[config.mk]
export PLATFORM = sky130hd
export DESIGN_NAME = rgb_pwm_driver_flat
export DESIGN_NICKNAME = d
export VERILOG_FILES = /design/src/rtl/rgb_pwm_driver_if.sv /design/src/rtl/rgb_pwm_driver.sv /design/src/flat_wrapper.sv
export SDC_FILE = /design/constraint.sdc
export NUM_CORES = 1
export LEC_CHECK = 0
export CAP_MARGIN = 20
export CORE_UTILIZATION = 51
export CTS_CLUSTER_DIAMETER = 200
export DETAILED_ROUTE_END_ITERATION = 7
export PLACE_DENSITY = 0.76
export SLEW_MARGIN = 20
export SYNTH_ARGS = -nofsm -noshare
export SYNTH_HDL_FRONTEND = slang
export SYNTH_SLANG_ARGS = --single-unit
[constraint.sdc]
create_clock -name clk -period 2 [get_ports clk]
set_clock_uncertainty 0.1 [all_clocks]
set_input_delay 0.6 -clock clk [delete_from_list [all_inputs] [get_ports clk]]
set_output_delay 0.6 -clock clk [all_outputs]
set_load 0.01 [all_outputs]
[src/rtl/rgb_pwm_driver_if.sv]
// rgb_pwm_driver_if: valid/ready handshake carrying one R/G/B duty triple.
//   in_valid  producer -> driver  in_r/in_g/in_b hold a valid triple
//   in_ready  driver -> producer  driver accepts a triple this cycle
//   in_r/g/b  producer -> driver  per-channel duty words (DUTY_W bits)
interface rgb_pwm_driver_if #(
    parameter int unsigned DUTY_W = 8
);
    logic              in_valid;
    logic              in_ready;
    logic [DUTY_W-1:0] in_r;
    logic [DUTY_W-1:0] in_g;
    logic [DUTY_W-1:0] in_b;

    modport master (
        output in_valid,
        output in_r,
        output in_g,
        output in_b,
        input  in_ready
    );

    modport slave (
        input  in_valid,
        input  in_r,
        input  in_g,
        input  in_b,
        output in_ready
    );
endinterface

[src/rtl/rgb_pwm_driver.sv]
// rgb_pwm_driver: turns per-channel duty words into phase-aligned PWM on
// active-low RGB LED pins. A one-entry pending buffer takes triples over a
// valid/ready handshake; new duties are applied only at PWM period boundaries.
//   clk           system clock
//   rst           synchronous, active-high reset
//   bus           slave side of rgb_pwm_driver_if (in_valid/in_ready/in_r/g/b)
//   RGB_R/G/B     LED pins, active low, registered
//   period_start  one-clk pulse in the first clk of each period (pwm_cnt==0)
module rgb_pwm_driver #(
    parameter int unsigned PRESCALE = 47,
    parameter int unsigned DUTY_W   = 8
) (
    input  logic             clk,
    input  logic             rst,
    rgb_pwm_driver_if.slave  bus,
    output logic             RGB_R,
    output logic             RGB_G,
    output logic             RGB_B,
    output logic             period_start
);
    localparam int unsigned       PS_W    = (PRESCALE > 1) ? $clog2(PRESCALE) : 1;
    localparam logic [PS_W-1:0]   PS_LAST = PS_W'(PRESCALE - 1);
    localparam logic [DUTY_W-1:0] CNT_MAX = {DUTY_W{1'b1}};

    logic [PS_W-1:0]   prescaler;
    logic [DUTY_W-1:0] pwm_cnt;
    logic [DUTY_W-1:0] act_r, act_g, act_b;
    logic [DUTY_W-1:0] pend_r, pend_g, pend_b;
    logic              pending_full;

    logic tick;
    logic boundary;
    logic accept;
    logic on_r, on_g, on_b;

    // Handshake: ready whenever the single pending slot is free.
    assign bus.in_ready = !rst && !pending_full;
    assign accept       = bus.in_valid && bus.in_ready;

    // Timebase decode.
    assign tick     = (prescaler == PS_LAST);
    assign boundary = tick && (pwm_cnt == CNT_MAX);

    // Max duty forces the channel fully on; otherwise compare against the count.
    assign on_r = (pwm_cnt < act_r) || (act_r == CNT_MAX);
    assign on_g = (pwm_cnt < act_g) || (act_g == CNT_MAX);
    assign on_b = (pwm_cnt < act_b) || (act_b == CNT_MAX);

    // Timebase, duty buffers and registered pins.
    always_ff @(posedge clk) begin
        if (rst) begin
            prescaler    <= '0;
            pwm_cnt      <= '0;
            act_r        <= '0;
            act_g        <= '0;
            act_b        <= '0;
            pend_r       <= '0;
            pend_g       <= '0;
            pend_b       <= '0;
            pending_full <= 1'b0;
            period_start <= 1'b0;
            RGB_R        <= 1'b1;
            RGB_G        <= 1'b1;
            RGB_B        <= 1'b1;
        end else begin
            prescaler <= tick ? '0 : prescaler + PS_W'(1);
            if (tick) begin
                pwm_cnt <= pwm_cnt + DUTY_W'(1);
            end

            // A full buffer blocks accept, so these two branches never both fire.
            if (boundary && pending_full) begin
                act_r        <= pend_r;
                act_g        <= pend_g;
                act_b        <= pend_b;
                pending_full <= 1'b0;
            end
            if (accept) begin
                pend_r       <= bus.in_r;
                pend_g       <= bus.in_g;
                pend_b       <= bus.in_b;
                pending_full <= 1'b1;
            end

            period_start <= boundary;
            RGB_R        <= ~on_r;
            RGB_G        <= ~on_g;
            RGB_B        <= ~on_b;
        end
    end
endmodule

[src/flat_wrapper.sv]
// flat-port wrapper written by rule: the top's interface ports become plain ports
module rgb_pwm_driver_flat 
#(
    parameter int unsigned PRESCALE = 47,
    parameter int unsigned DUTY_W   = 8
)
  (clk, rst, RGB_R, RGB_G, RGB_B, period_start, bus_in_valid, bus_in_r, bus_in_g, bus_in_b, bus_in_ready);
  rgb_pwm_driver_if #(.DUTY_W(DUTY_W)) bus_i ();
  input  logic clk;
  input  logic rst;
  output logic RGB_R;
  output logic RGB_G;
  output logic RGB_B;
  output logic period_start;
  input wire logic [$bits(bus_i.in_valid)-1:0] bus_in_valid;
  input wire logic [$bits(bus_i.in_r)-1:0] bus_in_r;
  input wire logic [$bits(bus_i.in_g)-1:0] bus_in_g;
  input wire logic [$bits(bus_i.in_b)-1:0] bus_in_b;
  output wire logic [$bits(bus_i.in_ready)-1:0] bus_in_ready;
  assign bus_i.in_valid = bus_in_valid;
  assign bus_i.in_r = bus_in_r;
  assign bus_i.in_g = bus_in_g;
  assign bus_i.in_b = bus_in_b;
  assign bus_in_ready = bus_i.in_ready;
  rgb_pwm_driver #(.PRESCALE(PRESCALE), .DUTY_W(DUTY_W)) u_core (.clk(clk), .rst(rst), .bus(bus_i), .RGB_R(RGB_R), .RGB_G(RGB_G), .RGB_B(RGB_B), .period_start(period_start));
endmodule
# == Word-level counts from Yosys, hierarchy flattened ==
# Index checks and enable logic that the tools add are counted.
# word_totals
register_bits,67
word_cells,39
# op_classes
add_sub_neg,2
magnitude_cmp,3
eq_ne,5
muxes,2
bitwise_logic,3
reduce_logical,11
# ops
cell,count
"== test 8 bit, second input constant",4
less-than comparator 8 bit,3
"adder 8 x 1 -> 8 bit, second input constant",1
"adder 6 x 1 -> 6 bit, second input constant",1
"== test 6 bit, second input constant",1
logical AND 1 bit,4
logical OR 1 bit,3
inverter 1 bit,3
zero test 1 bit,2
two-way mux 1 bit,2
nonzero test 2 bit,1
OR reduction 2 bit,1

# == Longest topological paths before layout ==
# logic_depth
word_depth,5
ltp_mapped,7
ltp_nobuf,6

# == Least setup slack after synthesis ==
# Ideal clock, no wire load.
# synth_path
kind,register to register
start,register u_core.pwm_cnt[1]
end,register u_core.act_g[4]
t_arrival_ns,1.738
t_required_ns,1.772
path_slack_ns,0.035
path_stages_with_launch,7
cell_sequence,dfxtp_1 -> ha_1 -> nand4_2 -> nor4_4 -> buf_6 -> mux2i_1 -> nor2_1
# synth_between
elab_chain_len,3
# synth_lines
item,line,rtl
"start, declared",rgb_pwm_driver.sv:26,logic [DUTY_W-1:0] pwm_cnt;
"start signal, assigned",rgb_pwm_driver.sv:68,pwm_cnt <= pwm_cnt + DUTY_W'(1);
== test 8 bit,rgb_pwm_driver.sv:42,assign boundary = tick && (pwm_cnt == CNT_MAX);
logical AND 1 bit,rgb_pwm_driver.sv:42,
logical AND 1 bit,rgb_pwm_driver.sv:72,if (boundary && pending_full) begin
"end signal, assigned",rgb_pwm_driver.sv:74,act_g <= pend_g;
"end, declared",rgb_pwm_driver.sv:27,"logic [DUTY_W-1:0] act_r, act_g, act_b;"
# Every way passes these cells.
# A chain may end at the register's enable or synchronous reset.

# == Final worst setup path ==
# layout_path
start,register u_core.prescaler[0]
end,register u_core.act_g[6]
# layout_between
elab_chain_len,3
# layout_lines
item,line,rtl
"start, declared",rgb_pwm_driver.sv:25,logic [PS_W-1:0] prescaler;
"start signal, assigned",rgb_pwm_driver.sv:66,prescaler <= tick ? '0 : prescaler + PS_W'(1);
== test 6 bit,rgb_pwm_driver.sv:41,assign tick = (prescaler == PS_LAST);
logical AND 1 bit,rgb_pwm_driver.sv:42,
logical AND 1 bit,rgb_pwm_driver.sv:72,
# Every way passes these cells.

==> results_tabular.tex <==
\begin{tabular}{lr}
\hline
Metric & Value \\
\hline
\multicolumn{2}{l}{\textbf{Power}} \\
Switching power & 0.547 mW \\
Portion of total power attributed to the clock network & 0.407 \\
Internal power & 2.05 mW \\
Switching power share of the total & 0.211 \\
IR drop worst, VDD & 0.611 mV \\
Design Power & 2.59 mW \\
Combinational group share of total power & 0.054 \\
Leakage & 1.38 nW \\
Ratio of total power to cell area & between 700 and 800 nW/um\^{}2 \\
Power share of the sequential group & 0.539 \\
\multicolumn{2}{l}{\textbf{Floorplan}} \\
Core box area & 5640 um\^{}2 \\
Top Ports & 32 \\
Die Span X & 79.7 um \\
Die Footprint & 6340 um\^{}2 \\
Height of the die & between 70 and 80 um \\
Starting Density & 0.545 \\
Cell Rows & 27 \\
\multicolumn{2}{l}{\textbf{Finish}} \\
Relative area change from synthesis to final layout & 19.6\% \\
Leading cell type in the layout, fill and taps excluded & sky130\_fd\_sc\_hd\_\_dfxtp\_1 \\
Inserted Diodes & 0 \\
Fraction of layout instances using a drive strength above 1 & 0.0751 \\
Non-Filler Cell Area, Final & between 3000 and 4000 um\^{}2 \\
Commonest cells after routing, fill and taps aside & sky130\_fd\_sc\_hd\_\_dfxtp\_1 (67), sky130\_fd\_sc\_hd\_\_nor2\_1 (45), sky130\_fd\_sc\_hd\_\_o21ai\_0 (29), sky130\_fd\_sc\_hd\_\_clkdlybuf4s50\_1 (29) \\
Net total in the final layout & 434 \\
\multicolumn{2}{l}{\textbf{Place}} \\
IO buf count & 31 \\
Post-placement cell area & between 3000 and 4000 um\^{}2 \\
Setup Slack @ Placement & -49.4 ps \\
Post-detailed-placement half-perimeter wirelength & just under 4 mm \\
Global placer's final weighted congestion & 0.781 \\
\multicolumn{2}{l}{\textbf{GRT}} \\
Pin count of the biggest net entering global routing & 66 \\
Overall fraction of global-route tracks in use & 0.206 \\
Total global routing overflow & 0 \\
Wire length of the first global-routing pass & around 10 mm \\
Initial antenna violation count & 0 \\
Number of global-route vias before repair & 2,337 \\
\multicolumn{2}{l}{\textbf{Clock tree}} \\
Sink Count & 67 \\
TritonCTS clock tree & built \\
Source-to-sink clock delay at the later pin of the worst-skew pair & 340 ps \\
Clock Pin Slew Worst Setup and Hold Paths & 70 ps \\
Post-CTS Setup Inserts & 0 \\
Cell chosen for the clock root & sky130\_fd\_sc\_hd\_\_clkbuf\_8 \\
H-tree depth & 3 \\
Buffers from clock root to sink, at most & 2 \\
Clock buffer count from CTS & 9 \\
\multicolumn{2}{l}{\textbf{Timing}} \\
Achievable frequency & between 500 and 600 MHz \\
Final cycle utilization of the critical path & 0.943 \\
Slew at the pin closest to its max-slew limit & between 500 and 600 ps \\
Final-report max-slew violation count & 0 \\
Final setup violating endpoints & 0 \\
Final critical delay including setup and external delays & 1890 ps \\
Final Hold Vio Count & 0 \\
Worst Hold Margin & 372 ps \\
Setup slack after layout & 114 ps \\
RSZ-0062 raised after global routing & false \\
Worst-case headroom to the max-slew limit & 0.618 \\
\multicolumn{2}{l}{\textbf{Drt}} \\
Via total after detailed routing & 2,400 \\
Vias per inst & between 5 and 6 \\
Remaining antenna violation count after routing & 0 \\
Average routed wire per standard cell & 12.2 um \\
Total Routed Length & 5.61 mm \\
Drc violations & 0 \\
TritonRoute pass-1 iters & 4 \\
Iteration-0 DRC Markers & 110 \\
\multicolumn{2}{l}{\textbf{Critical path}} \\
Startpoint type of the worst setup path & register \\
Required time of the worst setup path & 2110 ps \\
Worst-path maximum fanout & 25 \\
CP Class & reg -> reg \\
CP Capture Type & register \\
Endpoint arrival time on the critical path & 2000 ps \\
\multicolumn{2}{l}{\textbf{Yosys}} \\
Register area share after synthesis & 0.436 \\
Library cells used by synthesis & 30 \\
Mapped Cells & roughly 340 \\
Flip-flop and latch count after synthesis & 67 \\
Total of warnings raised by yosys & 0 \\
Post-synth design cell area & 3080 um\^{}2 \\
Total nets after synthesis & $\sim$400 \\
Number of enable-type register cells in the synthesized netlist & 0 \\
Share of synthesized flip-flops with an asynchronous set or reset & 0 \\
Flip-flop cell with the highest count after synthesis & sky130\_fd\_sc\_hd\_\_dfxtp\_1 \\
Average footprint of a synthesized cell & 8.94 um\^{}2 \\
\multicolumn{2}{l}{\textbf{Worst hold path}} \\
HP Class & reg -> reg \\
\multicolumn{2}{l}{\textbf{Run}} \\
Max-capacitance violation count & 0 \\
\multicolumn{2}{l}{\textbf{Outcome}} \\
Run status & finished, final reports clean \\
\hline
\end{tabular}
-- cell usage after synthesis (2+ instances only) --
cell type / instances / area share
sky130_fd_sc_hd__xnor2_1: 8 / 0.023
sky130_fd_sc_hd__nand3_1: 10 / 0.016
sky130_fd_sc_hd__nand4_1: 8 / 0.016
sky130_fd_sc_hd__dfxtp_1: 67 / 0.44
sky130_fd_sc_hd__o21ai_0: 29 / 0.047
sky130_fd_sc_hd__clkbuf_1: 11 / 0.013
sky130_fd_sc_hd__xor2_1: 2 / 0.0057
sky130_fd_sc_hd__a211o_1: 3 / 0.0085
sky130_fd_sc_hd__nand2b_1: 27 / 0.055
sky130_fd_sc_hd__buf_6: 3 / 0.011
sky130_fd_sc_hd__a211oi_1: 6 / 0.015
sky130_fd_sc_hd__nor2_1: 45 / 0.055
sky130_fd_sc_hd__a21oi_1: 5 / 0.0081
sky130_fd_sc_hd__nand2_1: 27 / 0.033
sky130_fd_sc_hd__inv_1: 23 / 0.028
sky130_fd_sc_hd__nor4_1: 3 / 0.0061
sky130_fd_sc_hd__nor3_1: 8 / 0.013
sky130_fd_sc_hd__mux2i_1: 24 / 0.078
sky130_fd_sc_hd__ha_1: 24 / 0.098
-- sequential cells by signal, indices dropped and copies added, names as in the netlist, 6 cells and up --
register	cells
u_core.prescaler	6
u_core.act_b	8
u_core.act_r	8
u_core.act_g	8
u_core.pwm_cnt	8
u_core.pend_b	8
u_core.pend_r	8
u_core.pend_g	8
-- repair_timing --
item	4_1_cts	5_1_grt
hold buffers	0	0
endpoints found under the setup margin	1	0
resized for setup	1	0
-- power groups by stage --
stage | logic [mW] | registers, mW | clock network [mW]
finish | 0.139 | 1.40 | 1.06
floorplan | 0.0767 | 1.42 | 0
global placement | 0.139 | 1.43 | 0
CTS | 0.142 | 1.40 | 1.09
detailed placement | 0.141 | 1.43 | 0
global route | 0.159 | 1.40 | 1.14
-- kinds of logic (layout without fill, tap and decap cells) --
| group | count (synthesis) | in the layout | share of synthesized area |
|---|---|---|---|
| compound gates | 43 | 43 | 0.0785 |
| xor+xnor | 10 | 10 | 0.0285 |
| fa+ha+maj | 24 | 24 | 0.0976 |
| buf+inv | 38 | 80 | 0.0570 |
| flops | 67 | 67 | 0.436 |
| mux | 24 | 24 | 0.0781 |
| simple gates | 138 | 138 | 0.224 |
-- critical path: stages (launching register included) --
cell and delay [ps]:
sky130_fd_sc_hd__dfxtp_1 340, sky130_fd_sc_hd__inv_1 60, sky130_fd_sc_hd__ha_1 170, sky130_fd_sc_hd__nand3b_1 180, sky130_fd_sc_hd__nor4_4 350, sky130_fd_sc_hd__buf_12 240
sky130_fd_sc_hd__mux2i_1 240, sky130_fd_sc_hd__nor2_1 50
-- metal layers --
metal | track usage | routed length [um] | part of all wire | up-vias
met3 | 0.0411 | 133 | 0.024 | 13
li1 | - | - | - | 1238
met1 | 0.239 | 2760 | 0.49 | 1120
met4 | 0.122 | 141 | 0.025 | 0
met5 | 0 | 0 | 0 | -
met2 | 0.348 | 2570 | 0.46 | 29
-- layout make-up --
cell class / instances / area, um^2
Tap cell: 72 / 90.1
Clock inverter: 3 / 40.0
Inverter: 23 / 86.3
Sequential cell: 67 / 1340
Timing Repair Buffer: 43 / 419
Clock buffer: 11 / 141
Fill cell: 469 / 1960
Multi-Input combinational cell: 239 / 1560
-- per-stage QoR --
stage / TNS [ps] / utilization / instances
floorplan: 0 / - / 344
global placement: -37.5 / 0.620 / 444
detailed placement: -49.4 / 0.620 / 444
CTS: 0 / 0.652 / 458
global route: 0 / 0.652 / 458
finish: 0 / 0.652 / 458
-- path summary, 6_finish.rpt --
kind	cells past startpoint	slack [ps]	endpoint	from
setup reg to reg	7	110	u_core.act_g[6]$_SDFFE_PP0P_	u_core.prescaler[0]$_SDFF_PP0_
setup / recovery	7	110	u_core.act_g[6]$_SDFFE_PP0P_	u_core.prescaler[0]$_SDFF_PP0_
hold reg to reg	2	370	u_core.pend_r[4]$_SDFFE_PP0P_	u_core.pend_r[4]$_SDFFE_PP0P_
hold / removal	2	370	u_core.pend_r[4]$_SDFFE_PP0P_	u_core.pend_r[4]$_SDFFE_PP0P_
Power figures use the tool's default switching activity.
